[src/rtl/intr_pkg.sv]
// rtl/intr_pkg.sv - shared types and defaults for the interrupt conditioner
package intr_pkg;

    typedef enum logic [1:0] {
        IDLE    = 2'd0,
        PULSE   = 2'd1,
        HOLDOFF = 2'd2
    } ch_state_e;

    localparam int DEF_N_CH            = 8;
    localparam int DEF_SYNC_STAGES     = 2;
    localparam int DEF_DEBOUNCE_CYCLES = 4;
    localparam int DEF_PULSE_CYCLES    = 2;
    localparam int DEF_HOLDOFF_CYCLES  = 8;

    // Counter width for a count of 'value' cycles, never narrower than one bit.
    function automatic int cnt_width(input int value);
        return (value < 2) ? 1 : $clog2(value);
    endfunction

endpackage

[src/rtl/intr_channel.sv]
// rtl/intr_channel.sv - one channel: synchronizer, debounce, pulse FSM, pending and overrun
module intr_channel
    import intr_pkg::*;
#(
    parameter int SYNC_STAGES     = DEF_SYNC_STAGES,
    parameter int DEBOUNCE_CYCLES = DEF_DEBOUNCE_CYCLES,
    parameter int PULSE_CYCLES    = DEF_PULSE_CYCLES,
    parameter int HOLDOFF_CYCLES  = DEF_HOLDOFF_CYCLES
) (
    input  logic clk,
    input  logic reset,
    input  logic req_in,
    input  logic enable,
    input  logic clr_overrun,
    output logic intr_out,
    output logic pending,
    output logic overrun
);

    localparam int DW = cnt_width(DEBOUNCE_CYCLES);
    localparam int PW = cnt_width(PULSE_CYCLES);
    localparam int HW = cnt_width(HOLDOFF_CYCLES);

    localparam logic [DW-1:0] DB_LAST = DW'(DEBOUNCE_CYCLES - 1);
    localparam logic [PW-1:0] P_LAST  = PW'(PULSE_CYCLES - 1);
    localparam logic [HW-1:0] H_LAST  = HW'(HOLDOFF_CYCLES - 1);

    logic [SYNC_STAGES-1:0] sync_q;
    logic                   s;
    logic                   f_q;
    logic [DW-1:0]          cnt_q;
    ch_state_e              state_q;
    logic [PW-1:0]          pcnt_q;
    logic [HW-1:0]          hcnt_q;
    logic                   intr_q;
    logic                   pend_q;
    logic                   ovr_q;
    logic                   evt;
    logic                   pend_d;

    assign s = sync_q[SYNC_STAGES-1];

    always_ff @(posedge clk or negedge reset) begin
        if (!reset) begin
            sync_q <= '0;
        end else begin
            sync_q <= {sync_q[SYNC_STAGES-2:0], req_in};
        end
    end

    always_ff @(posedge clk or negedge reset) begin
        if (!reset) begin
            f_q   <= 1'b0;
            cnt_q <= '0;
        end else if (s == f_q) begin
            cnt_q <= '0;
        end else if (cnt_q == DB_LAST) begin
            f_q   <= s;
            cnt_q <= '0;
        end else begin
            cnt_q <= cnt_q + 1'b1;
        end
    end

    // An event is the edge on which the filtered level is about to rise.
    assign evt = s && !f_q && (cnt_q == DB_LAST) && enable;

    // Queue contents while busy: a held event survives only while enabled.
    assign pend_d = (pend_q && enable) || evt;

    always_ff @(posedge clk or negedge reset) begin
        if (!reset) begin
            state_q <= IDLE;
            pcnt_q  <= '0;
            hcnt_q  <= '0;
            intr_q  <= 1'b0;
            pend_q  <= 1'b0;
            ovr_q   <= 1'b0;
        end else begin
            ovr_q <= (evt && pend_q) || (ovr_q && !clr_overrun);
            case (state_q)
                IDLE: begin
                    pend_q <= 1'b0;
                    if (evt) begin
                        state_q <= PULSE;
                        pcnt_q  <= P_LAST;
                        intr_q  <= 1'b1;
                    end
                end
                PULSE: begin
                    pend_q <= pend_d;
                    if (pcnt_q == '0) begin
                        state_q <= HOLDOFF;
                        hcnt_q  <= H_LAST;
                        intr_q  <= 1'b0;
                    end else begin
                        pcnt_q <= pcnt_q - 1'b1;
                    end
                end
                HOLDOFF: begin
                    if (hcnt_q == '0) begin
                        // An event arriving on the expiry edge is served at once.
                        pend_q <= 1'b0;
                        if (pend_d) begin
                            state_q <= PULSE;
                            pcnt_q  <= P_LAST;
                            intr_q  <= 1'b1;
                        end else begin
                            state_q <= IDLE;
                        end
                    end else begin
                        pend_q <= pend_d;
                        hcnt_q <= hcnt_q - 1'b1;
                    end
                end
                default: begin
                    state_q <= IDLE;
                    intr_q  <= 1'b0;
                    pend_q  <= 1'b0;
                end
            endcase
        end
    end

    assign intr_out = intr_q;
    assign pending  = pend_q;
    assign overrun  = ovr_q;

endmodule

[src/rtl/intr_conditioner.sv]
// rtl/intr_conditioner.sv - conditions N_CH raw request lines into CPU interrupt pulses
module intr_conditioner
    import intr_pkg::*;
#(
    parameter int N_CH            = DEF_N_CH,
    parameter int SYNC_STAGES     = DEF_SYNC_STAGES,
    parameter int DEBOUNCE_CYCLES = DEF_DEBOUNCE_CYCLES,
    parameter int PULSE_CYCLES    = DEF_PULSE_CYCLES,
    parameter int HOLDOFF_CYCLES  = DEF_HOLDOFF_CYCLES
) (
    input  logic            clk,
    input  logic            reset,
    input  logic [N_CH-1:0] req_in,
    input  logic [N_CH-1:0] enable,
    input  logic [N_CH-1:0] clr_overrun,
    output logic [N_CH-1:0] intr_out,
    output logic [N_CH-1:0] pending,
    output logic [N_CH-1:0] overrun
);

    for (genvar i = 0; i < N_CH; i++) begin : g_ch
        intr_channel #(
            .SYNC_STAGES     (SYNC_STAGES),
            .DEBOUNCE_CYCLES (DEBOUNCE_CYCLES),
            .PULSE_CYCLES    (PULSE_CYCLES),
            .HOLDOFF_CYCLES  (HOLDOFF_CYCLES)
        ) u_ch (
            .clk         (clk),
            .reset       (reset),
            .req_in      (req_in[i]),
            .enable      (enable[i]),
            .clr_overrun (clr_overrun[i]),
            .intr_out    (intr_out[i]),
            .pending     (pending[i]),
            .overrun     (overrun[i])
        );
    end

endmodule

[config.mk]
export PLATFORM = sky130hd
export DESIGN_NAME = intr_conditioner
export DESIGN_NICKNAME = d
export VERILOG_FILES = /design/src/rtl/intr_pkg.sv /design/src/rtl/intr_channel.sv /design/src/rtl/intr_conditioner.sv
export SDC_FILE = /design/constraint.sdc
export NUM_CORES = 1
export LEC_CHECK = 0
export ABC_CLOCK_PERIOD_IN_PS = 1940
export CAP_MARGIN = 10
export CORE_UTILIZATION = 30
export CTS_CLUSTER_SIZE = 10
export DETAILED_ROUTE_END_ITERATION = 12
export PLACE_DENSITY_LB_ADDON = 0.25
export SLEW_MARGIN = 20
export SYNTH_ARGS = -nofsm -noshare
export SYNTH_HDL_FRONTEND = slang
export SYNTH_SLANG_ARGS = --single-unit
[constraint.sdc]
create_clock -name clk -period 1.94 [get_ports clk]
set_input_delay 0.582 -clock clk [delete_from_list [all_inputs] [get_ports clk]]
set_output_delay 0.582 -clock clk [all_outputs]
set_load 0.02 [all_outputs]
; ---- Yosys cells after proc, flatten, opt, wreduce, memory -nomap -nowiden
; Cells that the tools add are included.
[op_classes]
n_reduce_logical = 152
mux = 152
n_eq_ne = 72
bitwise_logic = 8
add_sub_neg = 24
[ops]
columns = cell, count
row1 = $mux 2, 40
row2 = $reduce_and 4->1, 16
row3 = $mux 1, 56
row4 = $logic_and 1x1->1, 48
row5 = $mux 3, 16
row6 = $ne 2x1->1 const B, 24
row7 = $pmux 1 s3, 16
row8 = $pmux 2 s3, 8
row9 = $pmux 3 s2, 8
row10 = $reduce_and 3->1, 16
row11 = $eq 2x2->1 const B, 16
row12 = $ne 2x2->1 const B, 16
row13 = $logic_not 3->1, 8
row14 = $reduce_bool 3->1, 8
row15 = $sub 3x1->3 const B, 8
row16 = $add 2x1->2 const B, 8
row17 = $eq 2x1->1 const B, 8
row18 = $logic_not 1->1, 16
row19 = $logic_not 2->1, 8
row20 = $logic_or 1x1->1, 16
row21 = $pmux 1 s2, 8
row22 = $reduce_and 2->1, 8
row23 = $reduce_bool 2->1, 8
row24 = $eq 1x1->1, 8
row25 = other kinds (2), 16
[totals]
word_cells = 480
register_bits = 112
out_inout_bits = 24

; ---- Depth between registers and ports, before layout
; Gate-level depths: netlist of the first run.
[depth]
depth_word = 8
depth_mapped = 8
depth_no_buf = 7

; ---- Hierarchy
; From an unflattened synthesis of the first run, not the netlist that was laid out.
[hier_totals]
hier_cells = 585
area_unflattened_um2 = 6482.5
[by_module_without_submodules]
columns = mod, instances, area_per_inst_um2, seq_area_each_um2, cells_per_inst
row1 = intr_channel at g_ch[1].u_ch ..., 4, 792.0, 350.3, 70
row2 = intr_channel at g_ch[5].u_ch ..., 3, 838.3, 350.3, 77
row3 = intr_channel at g_ch[0].u_ch, 1, 799.5, 350.3, 74

; ---- Worst setup path after synthesis of the first run
; Ideal clock, no wire load.
[synth_timing]
path_kind = flip-flop to flip-flop
startpoint = register g_ch[7].u_ch.state_q[0]
endpoint = register g_ch[7].u_ch.intr_q
setup_time_ps = 63
path_stages_with_launch = 9
period_less_slack_ps = 1593
n_path_buf = 2
t_required_ps = 1877
arrival_time_ps = 1530
setup_slack_ps = 347
cell_sequence = dfrtp_1 -> inv_1 -> ha_1 -> buf_6 -> nor2b_4 -> buf_6 -> a211oi_4 -> a21boi_1 -> o32a_2
[synth_via]
elab_chain_cells = 3
elab_cells_between_ends = 9
classes_between = 6 x eq/ne / 1 x mux / 2 x reduce/logical
[synth_lines]
columns = element, line_no
row1 = "start, declared", intr_channel.sv:32  ; ch_state_e state_q;
row2 = "start signal, assigned", intr_channel.sv:73  ; state_q <= IDLE;
row3 = "start signal, assigned", intr_channel.sv:85  ; state_q <= PULSE;
row4 = "start signal, assigned", intr_channel.sv:93  ; state_q <= HOLDOFF;
row5 = $eq 2x2->1 (tied with other cells), intr_channel.sv:81  ; case (state_q)
row6 = $ne 2x1->1 (no source line) / $ne 2x2->1 (equally long branches), n/a
row7 = $reduce_and 4->1 (no source line), n/a
row8 = "end signal, assigned", intr_channel.sv:76  ; intr_q <= 1'b0;
row9 = "end signal, assigned", intr_channel.sv:87  ; intr_q <= 1'b1;
row10 = "end signal, assigned", intr_channel.sv:95  ; intr_q <= 1'b0;
row11 = "end, declared", intr_channel.sv:35  ; logic intr_q;
; Parallel ways exist; a longest one is shown, timed or not.
; A chain may end at the register's enable or synchronous reset.

; ---- Worst setup path in the final report of the first run
[layout_timing]
startpoint = register g_ch[6].u_ch.ovr_q
endpoint = output overrun[6]
[layout_rtl]
columns = element, line_no
row1 = "start, declared", intr_channel.sv:37  ; logic ovr_q;
row2 = "start signal, assigned", intr_channel.sv:80  ; ovr_q <= (evt && pend_q) || (ovr_q && !clr_overrun);
row3 = "end, declared", intr_conditioner.sv:18  ; output logic [N_CH-1:0] overrun
; No word-level cell between the ends.

==> results of run 1 <==
==> layer usage <==
metal	GRT usage [%]	vias up	share of wire [%]
met1	13.7	2235	46
met3	2.08	21	2.5
met4	5.46	0	2.1
li1	-	2249	-
met5	0	-	0
met2	20.6	67	50
==> final timing paths <==
kind / endpoint / slack [ns] / cells past startpoint
min in group clk: g_ch[5].u_ch.sync_q[1]$_DFF_PN0_ / 0.35 / 0
max in group asynchronous: g_ch[1].u_ch.overrun$_DFF_PN0_ / 1.42 / 2
max: overrun[6] / 0.06 / 1
max reg2reg: g_ch[1].u_ch.intr_out$_DFFE_PN0P_ / 0.17 / 7
min: g_ch[6].u_ch.state_q[0]$_DFFE_PN0P_ / 0.23 / 2
min reg2reg: g_ch[5].u_ch.sync_q[1]$_DFF_PN0_ / 0.35 / 0
==> per-stage QoR <==
stage	hold WS (ns)	total power, mW	setup WS, ns	area, um2
finish	0.232	10.5	0.0581	7440
global route	0.246	11.5	0.00252	7440
CTS	0.241	10.7	0.00255	7410
global placement	0.332	8.47	-0.0233	7130
floorplan	0.286	7.50	0.347	6330
detailed placement	0.338	8.75	-0.104	7130
==> area by class of cell <==
type,count,area share (%)
Inverter,85,4.29
Multi-Input combinational cell,396,39.8
Timing Repair Buffer,75,9.70
Tap cell,270,4.54
Sequential cell,112,37.7
Clock buffer,10,3.21
Clock inverter,5,0.757
==> what timing repair did <==
action | CTS | global route
setup endpoints to repair | 11 | 11
hold buffers | 0 | 0
gates cloned | 0 | 0
buffers inserted | 0 | 0
gates resized for setup | 11 | 11
==> sequential cells by signal, indices dropped and copies added (netlist names) <==
register and count:
g_ch.u_ch.cnt_q 16, g_ch.u_ch.f_q 8, g_ch.u_ch.hcnt_q 24, g_ch.u_ch.intr_out 8, g_ch.u_ch.overrun 8, g_ch.u_ch.pcnt_q 8, g_ch.u_ch.pending 8, g_ch.u_ch.state_q 16
g_ch.u_ch.sync_q 16
==> synthesized netlist by cell type (4+ instances only) <==
| cell | instances |
|---|---|
| sky130_fd_sc_hd__dfrtp_1 | 112 |
| sky130_fd_sc_hd__inv_1 | 85 |
| sky130_fd_sc_hd__ha_1 | 70 |
| sky130_fd_sc_hd__nor2_1 | 57 |
| sky130_fd_sc_hd__a21oi_1 | 44 |
| sky130_fd_sc_hd__o21ai_0 | 31 |
| sky130_fd_sc_hd__nand2_1 | 25 |
| sky130_fd_sc_hd__buf_4 | 24 |
| sky130_fd_sc_hd__nor2b_1 | 15 |
| sky130_fd_sc_hd__nand2b_1 | 12 |
| sky130_fd_sc_hd__mux2i_1 | 11 |
| sky130_fd_sc_hd__a211oi_1 | 9 |
| sky130_fd_sc_hd__o22ai_1 | 9 |
| sky130_fd_sc_hd__a31o_2 | 8 |
| sky130_fd_sc_hd__nand3_1 | 8 |
| sky130_fd_sc_hd__nor3_1 | 8 |
| sky130_fd_sc_hd__a31oi_1 | 6 |
| sky130_fd_sc_hd__a22oi_1 | 5 |
| sky130_fd_sc_hd__and2_1 | 5 |
| sky130_fd_sc_hd__o21a_1 | 5 |
| sky130_fd_sc_hd__a21boi_1 | 4 |
| sky130_fd_sc_hd__a221oi_1 | 4 |
| sky130_fd_sc_hd__and3_1 | 4 |
| sky130_fd_sc_hd__nand3_2 | 4 |
| sky130_fd_sc_hd__o2111ai_1 | 4 |
==> logic make-up after synthesis <==
family                     Yosys count  synth area share [%]
AOI/OAI and AO/OA                  164                  18.9
and+or+nand+nor                    151                  12.4
buffers and inverters              119                  8.90
DFF                                112                  44.3
adders and majority gates           70                  13.8
muxes                               11                  1.74
==> power by group through the flow <==
stage                     combinational [mW]  clock, mW  sequential (mW)
final                                   5.04       1.89             3.60
after global routing                    5.69       2.07             3.70
after CTS                               5.09       1.97             3.61
after detailed placement                5.10          0             3.66
after global placement                  4.87          0             3.60
after floorplan                         4.00          0             3.51
==> results.txt, run 1 <==
----------------------------------------------------
[STA]
  Setup violation total in the final timing report ... 0
  Max Fclk ... 531 MHz
  Final hold viol count ... 0
  Max-slew violations ... 0
  Portion of the clock cycle consumed by the worst path in the final layout ... 97.0%
  Setup Total Neg Slack ... 0 ns
  Tightest slew margin relative to the limit ... 70.9%
  Final worst path period need ... 1.88 ns
  Setup Skew ... 0.0103 ns
  Setup repair after global routing missed its margin ... false
  Slew at the pin with the worst max-slew slack ... 0.432 ns

[Cells and area]
  Area taken by flip-flops and latches ... 2800 um2
  Filler instances ... 2047
  Layout overhead on the synthesized area ... 17.6%
  Layout cells sized above 1 ... 10.7%
  Fin util ... 36.4%
  Number of inserted diodes ... 0
  Most frequent standard cell in the layout excluding fill and tap cells ... sky130_fd_sc_hd__dfrtp_1
  Multi-input combinational cell area ... 2960 um2
  Post-layout nets ... 775
  Layout Cells excl Fill ... 953
  Commonest cells after routing, fill and taps aside ... sky130_fd_sc_hd__dfrtp_1, sky130_fd_sc_hd__inv_1, sky130_fd_sc_hd__ha_1

[Clock tree]
  Worst-case clock buffer depth ... 2
  CTS tree ... built
  Inserted Clock Buffers ... 9
  H-tree level count ... 3
  Insertion delay of the later-clocked pin in the worst-skew pair ... 0.35 ns
  Root Driver ... sky130_fd_sc_hd__clkbuf_16
  Clk sinks ... 112
  Register clock-pin slew on the reported worst setup and hold paths ... 0.07 ns

[Synthesis]
  Fraction of the yosys area taken by sequential cells ... 44.3%
  Most used DFF post-synth ... sky130_fd_sc_hd__dfrtp_1
  Post-synth top area cell ... sky130_fd_sc_hd__dfrtp_1
  Most area-consuming cells after synthesis ... sky130_fd_sc_hd__dfrtp_1, sky130_fd_sc_hd__ha_1, sky130_fd_sc_hd__inv_1, sky130_fd_sc_hd__a21oi_1, sky130_fd_sc_hd__nor2_1
  Area fraction of the dominant cell type after synthesis ... 44.3%
  Post-Syn Nets ... 723
  Synth Register Bits ... 112
  Synth async-reset ratio ... 100%
  Number of instances in the synthesized netlist ... 627
  Ys Warns ... 0
  Number of different library cells in the post-synthesis netlist ... 58
  Number of enable-type register cells in the synthesized netlist ... 0
  Summed instance area of the synthesized netlist ... 6330 um2
  Post-Synthesis Mean Instance Area ... 10.1 um2

[Detailed routing]
  Routed WL per cell ... 12.5 um
  Number of iterations in the first detailed-routing pass ... 4
  Total vias in the final route ... 4572
  Final routed wirelength across all metal layers ... 11900 um
  Detail-routed via count per cell ... 4.80
  Initial drt markers ... 213
  Antenna-violating nets left ... 0
  DRC errors left ... 0

[Worst setup path]
  Buffers and inverters on the worst path ... 1
  Worst Path Class, Setup ... reg -> out
  Kind of launch point of the worst setup path ... flop
  Endpoint kind of the worst setup timing path ... primary output
  CP required ... 1.36 ns
  CP Data Arrival Time ... 1.30 ns
  Top cell family by delay on the critical path ... buffers and inverters
  Startpoint of the worst-slack reg-to-reg timing path ... g_ch[1].u_ch.hcnt_q[1]$_DFFE_PN0P_
  Largest stage delay on the critical path ... 0.61 ns
  Slowest stage cell, crit path ... sky130_fd_sc_hd__clkdlybuf4s50_1
  Critical path fanouts, max ... 2
  Crit path cell chain ... clkdlybuf4s50_1
  Crit path launch ... g_ch[6].u_ch.overrun$_DFF_PN0_

[Power and ir drop]
  Sequential power share ... 34.2%
  Maximum VDD drop ... 0.560 mV
  Share of total power in the clock network ... 17.9%
  PwrDens ... 1410 nW/um2
  Power dissipated by switching net loads ... 4.07 mW
  Internal power contribution ... 6.45 mW
  Share of total power consumed by net switching ... 38.7%
  Static leakage ... 3.69 nW
  Combinational fraction of design power ... 47.9%

[Place]
  HPWL after detailed placement ... 8950 um
  Final GP Congestion ... 0.812
  Number of instances in the placed design ... 938
  Quantity of I/O buffers inserted on ports ... 49

[GRT]
  Number of antenna violations at the first check in global routing ... 0
  Aggregate global-route resource usage ... 11.7%
  Global-route wire length before repair ... 20700 um
  Overflow left after global routing ... 0
  Number of global-route vias before repair ... 4636
  Maximum number of pins on one net before global-route repair ... 60

[Hold path]
  Hold/Removal Path Class ... in -> async

[Run status]
  Result of the run ... finished clean

[Floorplan]
  IO Pins ... 50
  Total die area ... 21700 um2
  Std cell rows ... 52
  Initial Utilization ... 31.0%
  Die X-Extent ... 147 um
  Core outline area ... 20400 um2
  Vertical extent of the die ... 147 um

[Run]
  Max-cap violation count ... 0

----------------------------------------------------
No activity file was read; power rests on OpenSTA's default activity.
==> inputs of run 2 (changes only) <==
SLEW_MARGIN = unset   (was 20)
==> results of run 2 <==
Final layout, timing and power as in run 1 (identical DEF).
